===== config.mk =====
export PLATFORM = sky130hd
export DESIGN_NAME = jtag_tap_seq_flat
export DESIGN_NICKNAME = d
export VERILOG_FILES = /design/src/rtl/jtag_tap_seq_if.sv /design/src/rtl/jtag_tap_seq.sv /design/src/flat_wrapper.sv
export SDC_FILE = /design/constraint.sdc
export NUM_CORES = 1
export LEC_CHECK = 0
export CORE_ASPECT_RATIO = 1.5
export CORE_MARGIN = 2
export CORE_UTILIZATION = 40
export CTS_CLUSTER_DIAMETER = 30
export DETAILED_ROUTE_END_ITERATION = 10
export PLACE_DENSITY = 0.59
export SETUP_SLACK_MARGIN = 0.15
export SLEW_MARGIN = 20
export SYNTH_ARGS = -nofsm -noshare
export SYNTH_HDL_FRONTEND = slang
export SYNTH_SLANG_ARGS = --single-unit

===== constraint.sdc =====
create_clock -name clk -period 6.53 [get_ports clk]
set_clock_uncertainty 0.2 [all_clocks]
set_input_delay 1.6325 -clock clk [delete_from_list [all_inputs] [get_ports clk]]
set_output_delay 1.6325 -clock clk [all_outputs]
set_load 0.01 [all_outputs]

===== src/rtl/jtag_tap_seq_if.sv =====
// JTAG pin bundle between the TAP sequencer (master) and the target TAP.
interface jtagif;
  logic tck;
  logic tms;
  logic tdi;
  logic trst;
  logic tdo;

  modport master (output tck, output tms, output tdi, output trst, input tdo);
  modport slave  (input tck, input tms, input tdi, input trst, output tdo);
endinterface


===== src/rtl/jtag_tap_seq.sv =====
// JTAG TAP command sequencer: turns TAPRESET/SHIFTIR/SHIFTDR/IDLE commands
// into TCK/TMS/TDI waveforms and collects TDO bits of shift cycles.
module jtag_tap_seq #(
  parameter int unsigned CLKDIV = 2,
  parameter int unsigned MAXLEN = 32
) (
  input  logic              clk,
  input  logic              reset,
  input  logic              cmd_valid,
  output logic              cmd_ready,
  input  logic [1:0]        cmd_type,
  input  logic [5:0]        cmd_len,
  input  logic [MAXLEN-1:0] cmd_data,
  output logic              rsp_valid,
  output logic [MAXLEN-1:0] rsp_data,
  output logic              busy,
  jtagif.master             jtagm
);

  localparam int unsigned IW = $clog2(MAXLEN + 7);
  localparam int unsigned DW = $clog2(2 * CLKDIV);
  localparam logic [DW-1:0] DIV_HI   = DW'(CLKDIV);
  localparam logic [DW-1:0] DIV_LAST = DW'(2 * CLKDIV - 1);

  typedef enum logic [1:0] {IDLE, RUN, DONE} state_e;
  typedef enum logic [1:0] {
    CMD_TAPRESET = 2'd0,
    CMD_SHIFTIR  = 2'd1,
    CMD_SHIFTDR  = 2'd2,
    CMD_IDLE     = 2'd3
  } cmd_e;

  state_e            state_q, state_d;
  logic [DW-1:0]     div_q, div_d;
  logic [IW-1:0]     idx_q, idx_d;
  cmd_e              type_q, type_d;
  logic [IW-1:0]     len_q, len_d;
  logic [MAXLEN-1:0] data_q, data_d;
  logic [MAXLEN-1:0] rsp_q, rsp_d;
  logic              tck_q, tck_d;
  logic              tms_q, tms_d;
  logic              tdi_q, tdi_d;
  logic              trst_q, trst_d;

  logic [IW-1:0]     sh_q;
  logic [IW-1:0]     pre_d;
  logic [IW-1:0]     sh_d;
  logic [MAXLEN-1:0] data_sh;

  // Number of TCKs before the first shift TCK (Run-Test/Idle -> Shift-xR).
  function automatic logic [IW-1:0] pre_len(input cmd_e t);
    case (t)
      CMD_SHIFTIR: pre_len = IW'(4);
      CMD_SHIFTDR: pre_len = IW'(3);
      default:     pre_len = '0;
    endcase
  endfunction

  function automatic logic [IW-1:0] tck_count(input cmd_e t, input logic [IW-1:0] l);
    case (t)
      CMD_TAPRESET: tck_count = IW'(6);
      CMD_SHIFTIR:  tck_count = l + IW'(6);
      CMD_SHIFTDR:  tck_count = l + IW'(5);
      default:      tck_count = l;
    endcase
  endfunction

  function automatic logic in_shift(input cmd_e t, input logic [IW-1:0] l,
                                    input logic [IW-1:0] k);
    in_shift = (t == CMD_SHIFTIR || t == CMD_SHIFTDR) &&
               (k >= pre_len(t)) && (k < pre_len(t) + l);
  endfunction

  // Next-state: command latch, TCK phase/index counters, TDO capture.
  always_comb begin
    state_d = state_q;
    div_d   = div_q;
    idx_d   = idx_q;
    type_d  = type_q;
    len_d   = len_q;
    data_d  = data_q;
    rsp_d   = rsp_q;
    sh_q    = idx_q - pre_len(type_q);
    unique case (state_q)
      IDLE: begin
        if (cmd_valid) begin
          state_d = RUN;
          div_d   = '0;
          idx_d   = '0;
          type_d  = cmd_e'(cmd_type);
          len_d   = (cmd_len == '0) ? IW'(MAXLEN) : IW'(cmd_len);
          data_d  = cmd_data;
          rsp_d   = '0;
        end
      end
      RUN: begin
        if (div_q == DIV_LAST) begin
          div_d = '0;
          if (idx_q == tck_count(type_q, len_q) - IW'(1)) state_d = DONE;
          else                                            idx_d   = idx_q + IW'(1);
        end else begin
          div_d = div_q + DW'(1);
        end
        // tdo is taken in the cycle where tck is first high
        if (div_q == DIV_HI && in_shift(type_q, len_q, idx_q))
          rsp_d = rsp_q | ({{(MAXLEN-1){1'b0}}, jtagm.tdo} << sh_q);
      end
      default: state_d = IDLE;
    endcase
  end

  // Pin values for the coming cycle, decoded from next state so the pins are plain flops.
  always_comb begin
    tck_d   = 1'b0;
    tms_d   = 1'b1;
    tdi_d   = 1'b0;
    trst_d  = 1'b1;
    pre_d   = pre_len(type_d);
    sh_d    = idx_d - pre_d;
    data_sh = data_d >> sh_d;
    if (state_d == RUN) begin
      tck_d = (div_d >= DIV_HI);
      unique case (type_d)
        CMD_TAPRESET: begin
          tms_d  = (idx_d < IW'(5));
          trst_d = !(idx_d < IW'(5));
        end
        CMD_IDLE: tms_d = 1'b0;
        default: begin
          if (idx_d < pre_d) begin
            tms_d = (idx_d < pre_d - IW'(2));
          end else if (idx_d < pre_d + len_d) begin
            tms_d = (sh_d == len_d - IW'(1));
            tdi_d = data_sh[0];
          end else begin
            tms_d = (idx_d == pre_d + len_d);
          end
        end
      endcase
    end
  end

  // State and pin registers with synchronous reset.
  always_ff @(posedge clk) begin
    if (reset) begin
      state_q <= IDLE;
      div_q   <= '0;
      idx_q   <= '0;
      type_q  <= CMD_TAPRESET;
      len_q   <= '0;
      data_q  <= '0;
      rsp_q   <= '0;
      tck_q   <= 1'b0;
      tms_q   <= 1'b1;
      tdi_q   <= 1'b0;
      trst_q  <= 1'b1;
    end else begin
      state_q <= state_d;
      div_q   <= div_d;
      idx_q   <= idx_d;
      type_q  <= type_d;
      len_q   <= len_d;
      data_q  <= data_d;
      rsp_q   <= rsp_d;
      tck_q   <= tck_d;
      tms_q   <= tms_d;
      tdi_q   <= tdi_d;
      trst_q  <= trst_d;
    end
  end

  assign cmd_ready  = (state_q == IDLE) && !reset;
  assign rsp_valid  = (state_q == DONE);
  assign busy       = (state_q != IDLE);
  assign rsp_data   = rsp_q;
  assign jtagm.tck  = tck_q;
  assign jtagm.tms  = tms_q;
  assign jtagm.tdi  = tdi_q;
  assign jtagm.trst = trst_q;

endmodule


===== src/flat_wrapper.sv =====
// flat-port wrapper written by rule: the top's interface ports become plain ports
module jtag_tap_seq_flat 
#(
  parameter int unsigned CLKDIV = 2,
  parameter int unsigned MAXLEN = 32
)
  (clk, reset, cmd_valid, cmd_ready, cmd_type, cmd_len, cmd_data, rsp_valid, rsp_data, busy, jtagm_tck, jtagm_tms, jtagm_tdi, jtagm_trst, jtagm_tdo);
  jtagif jtagm_i ();
  input  logic clk;
  input  logic reset;
  input  logic cmd_valid;
  output logic cmd_ready;
  input  logic [1:0] cmd_type;
  input  logic [5:0] cmd_len;
  input  logic [MAXLEN-1:0] cmd_data;
  output logic rsp_valid;
  output logic [MAXLEN-1:0] rsp_data;
  output logic busy;
  output wire logic [$bits(jtagm_i.tck)-1:0] jtagm_tck;
  output wire logic [$bits(jtagm_i.tms)-1:0] jtagm_tms;
  output wire logic [$bits(jtagm_i.tdi)-1:0] jtagm_tdi;
  output wire logic [$bits(jtagm_i.trst)-1:0] jtagm_trst;
  input wire logic [$bits(jtagm_i.tdo)-1:0] jtagm_tdo;
  assign jtagm_tck = jtagm_i.tck;
  assign jtagm_tms = jtagm_i.tms;
  assign jtagm_tdi = jtagm_i.tdi;
  assign jtagm_trst = jtagm_i.trst;
  assign jtagm_i.tdo = jtagm_tdo;
  jtag_tap_seq #(.CLKDIV(CLKDIV), .MAXLEN(MAXLEN)) u_core (.clk(clk), .reset(reset), .cmd_valid(cmd_valid), .cmd_ready(cmd_ready), .cmd_type(cmd_type), .cmd_len(cmd_len), .cmd_data(cmd_data), .rsp_valid(rsp_valid), .rsp_data(rsp_data), .busy(busy), .jtagm(jtagm_i));
endmodule

==> results.ini <==
[timing]
hold_viol = 0
report.final.slew_viol_count = 0
tns_ns = 0
setup_ws_ns = 0.611
period_minus_slack_ns = 5.92
setup_viol = 0
max_freq_ghz = 0.169
rsz0062_at_grt = false
period_share_pct = 90.6
worst_slew_pin_slew_ns = 0.958
slew_headroom_pct = 35.9
worst_hold_slack_ns = 0.261

[worst_setup_path]
cp_top_family = compound AO/OA/AOI/OAI gates
path_depth = 18
rr_endpoint = u_core.jtagm.tdi
crit_path_end_kind = register
cpMostUsedCell = ha_1
critPathLaunchType = input port
cp-endpoint = u_core.jtagm.tms
cp_num_buf_inv = 2
cp_slowest_cell = clkdlybuf4s50_1
crit_path_max_incr_delay_ns = 0.51
path_cells = clkdlybuf4s50_1 -> and2_2 -> nor2_1 -> a21oi_1 -> inv_1 -> ha_1 -> ha_1 -> fa_1 -> a21oi_1 -> nor2_1 -> xor2_1 -> ha_1 -> a21o_1 -> a211oi_1 -> nand2_1 -> nor4_1 -> o21ai_0 -> o311ai_1
cp-startpoint = cmd_valid
cp_max_fo = 12
worstRegToRegCells = 20
timing.rr.start = u_core.type_q[1]
critPathKind = in -> reg
r2r_slack_ns = 0.63
crit_required_ns = 6.58
arrival_ns = 5.97

[place]
port_buffers = 82
dp_hpwl_microns = 10700
placed_area_sq_mm = 0.00634
gpl.final_weighted_congestion = 0.869
place_worst_setup_slack_ns = 0.258

[clock_network]
ctsResizeCount = 0
cts_setup_buffers = 0
cts_buffer_depth = 2
cts_num_sinks = 86
cts.htree.levels = 3
clk_pin_slew_ns = 0.07
cts_root_buffer = clkbuf_16
clk_latency_ns = 0.34
cts_tree = built
numCtsBuffers = 9
hold_buffers = 0

[yosys]
yosysMostFrequentCell = nor2_1
syn_area_sq_mm = 0.00538
synth_area_leaders = dfxtp_1 (32%), ha_1 (9.8%), mux2i_1 (8.4%), nor2_1 (7.5%), a21oi_1 (3.7%)
synth_edf_count = 0
synthFlopType = dfxtp_1
avgSynthCellArea_sq_um = 8.99
synth-seq-cells = 86
post-synth-top-area-fraction_pct = 32.0
yosys.area.top_type = dfxtp_1
ys_seq_area_share_pct = 32.0
synthTopCellsByCount = nor2_1 (107), dfxtp_1 (86), mux2i_1 (45), ha_1 (42), a21oi_1 (40)
async_reset_ff_share_pct = 0
yosysWarnings = 0
synthesis.nets = 689
synth_cells = 598
ys_types = 69

[layout]
stdcell_area_sq_mm = 0.00664
num-fill-cells = 1230
n_antenna_cell = 0
final_nets = 765
area_growth_pct = 23.6
multi_input_area_sq_mm = 0.00342
regArea_sq_mm = 0.00172
drive_gt1_share_pct = 7.81

[floorplan]
fp.dieW_microns = 98.7
start_util_pct = 41.1
die_area_sq_mm = 0.0144
io_pins = 83
core_sq_mm = 0.0131
rows = 51
die_h_microns = 146

[power]
finalPower_w = 0.00140
comb_power_share_pct = 22.6
switching_share_pct = 28.8
ir_worst_vdd_mv = 0.161
clock_power_share_pct = 37.7
p_seq_share_pct = 39.7
p_sw_w = 0.000402
p_per_area_mw_per_mm2 = 210
p_int_w = 0.000993
leakagePower_nw = 2.68

[drt]
firstDrtPassIters = 4
wl_microns = 13500
drt-initial-drc-count = 121
final_antenna_net_count = 0
wire_per_inst_microns = 16.1
drc = 0
via_per_inst = 5.37
vias = 4502

[outcome]
status = finished, final reports clean

[min_path]
hold_class = reg -> reg
min-delay-start = u_core.rsp_data[15]

[global_route]
grt_pass1_vias = 4673
antenna_found_initial = 0
grt_overflow = 0
grt_max_degree = 53
grt_pass1_wl_microns = 22300
grt_usage_pct = 19.2

[run]
cap_viol_max_count = 0

==> worst register-to-register path: stages, from the launching register on <==
cell,delay [ns]
dfxtp_1,0.36
inv_1,0.09
ha_1,0.32
or2_1,0.29
a21oi_1,0.29
ha_1,0.23
nor3b_1,0.46
nand2_1,0.17
a221oi_4,0.46
a31oi_1,0.18
mux2i_1,0.22
inv_1,0.15
ha_1,0.28
fa_1,0.42
xnor2_1,0.15
buf_4,0.24
mux4_2,0.53
mux2i_1,0.19
mux2i_1,0.10
mux2_2,0.28
nor4b_2,0.21
==> layout make-up <==
class                      instances  area share, %
clock buffer                       9           3.39
clock inverter                     7           1.22
inverter                          32           1.81
multi-input combinational        455           51.5
sequential                        86           25.9
tap                              159           2.99
timing repair buffer              90           13.2
==> flip-flops by register name, indices dropped and copies added (netlist names) <==
signal,flops
u_core.jtagm.trst,1
u_core.jtagm.tms,1
u_core.rsp_data,32
u_core.div_q,2
u_core.jtagm.tck,1
u_core.type_q,2
u_core.state_q,2
u_core.idx_q,6
u_core.len_q,6
u_core.data_q,32
u_core.jtagm.tdi,1
==> how the worst min path moves through the flow <==
stage                           to  slack [ns]  depth (start not counted)
4_1_cts        u_core.rsp_data[15]        0.27                          1
6_report       u_core.rsp_data[15]        0.26                          1
2_1_floorplan     u_core.data_q[0]        0.25                          2
5_1_grt        u_core.rsp_data[31]        0.29                          1
3_3_place_gp   u_core.rsp_data[10]        0.25                          1
3_5_place_dp   u_core.rsp_data[15]        0.25                          1
==> power by group through the flow <==
stage               clock network, W  logic (W)  registers, W
finish                      0.000526   0.000316      0.000554
global route                0.000557   0.000350      0.000555
CTS                         0.000538   0.000319      0.000554
detailed placement                 0   0.000317      0.000565
global placement                   0   0.000314      0.000565
floorplan                          0   0.000227      0.000562
==> placed cells by master (no fill, tap or decap), drive strengths merged, types with 3 or more instances in the layout <==
cell	Yosys	routed
and2	7	7
a21oi	41	41
nand2b	8	8
a211oi	4	4
ha	42	42
nand4	4	4
nor3	10	10
clkinv	0	4
mux4	8	8
buf	15	9
o21ai	6	6
xnor2	19	19
xor2	12	12
fa	5	5
nor4b	3	3
nand3	6	6
nor2b	9	9
nor2	108	108
inv	32	34
nand2	29	29
or3b	3	3
nand4b	3	3
a22oi	3	3
mux2i	47	47
nand3b	3	3
a31oi	4	4
dfxtp	86	86
clkdlybuf4s50	0	81
clkbuf	10	9
and3	5	5
mux2	3	3
a21o	11	11
o21a	16	16
nor4	7	7
o211ai	3	3
==> per-layer routing <==
layer  vias to the layer above  GRT usage, %  wire [microns]
li1                       2249             -               -
met1                      2118          19.6            5040
met2                       107          37.1            7490
met3                        28          3.22             564
met4                         0          8.70             412
met5                         -             0               0
==> per-stage QoR <==
stage          utilization (%)  cells
2_1_floorplan                -    598
3_3_place_gp              48.4    822
3_5_place_dp              48.4    822
4_1_cts                   50.8    838
5_1_grt                   50.8    838
6_report                  50.8    838
==> kinds of logic (layout without fill, tap and decap cells) <==
kind of cell / Yosys count / count (layout) / share of synthesized area [%]
multiplexers: 58 / 58 / 13.2
flip-flops: 86 / 86 / 32.0
buffers and inverters: 57 / 138 / 4.35
AND/OR/NAND/NOR: 214 / 214 / 19.6
AO/OA/AOI/OAI: 105 / 105 / 13.7
adder cells (fa/ha/maj): 47 / 47 / 11.6
XOR/XNOR: 31 / 31 / 5.47
(Power assumes the default switching activity.)
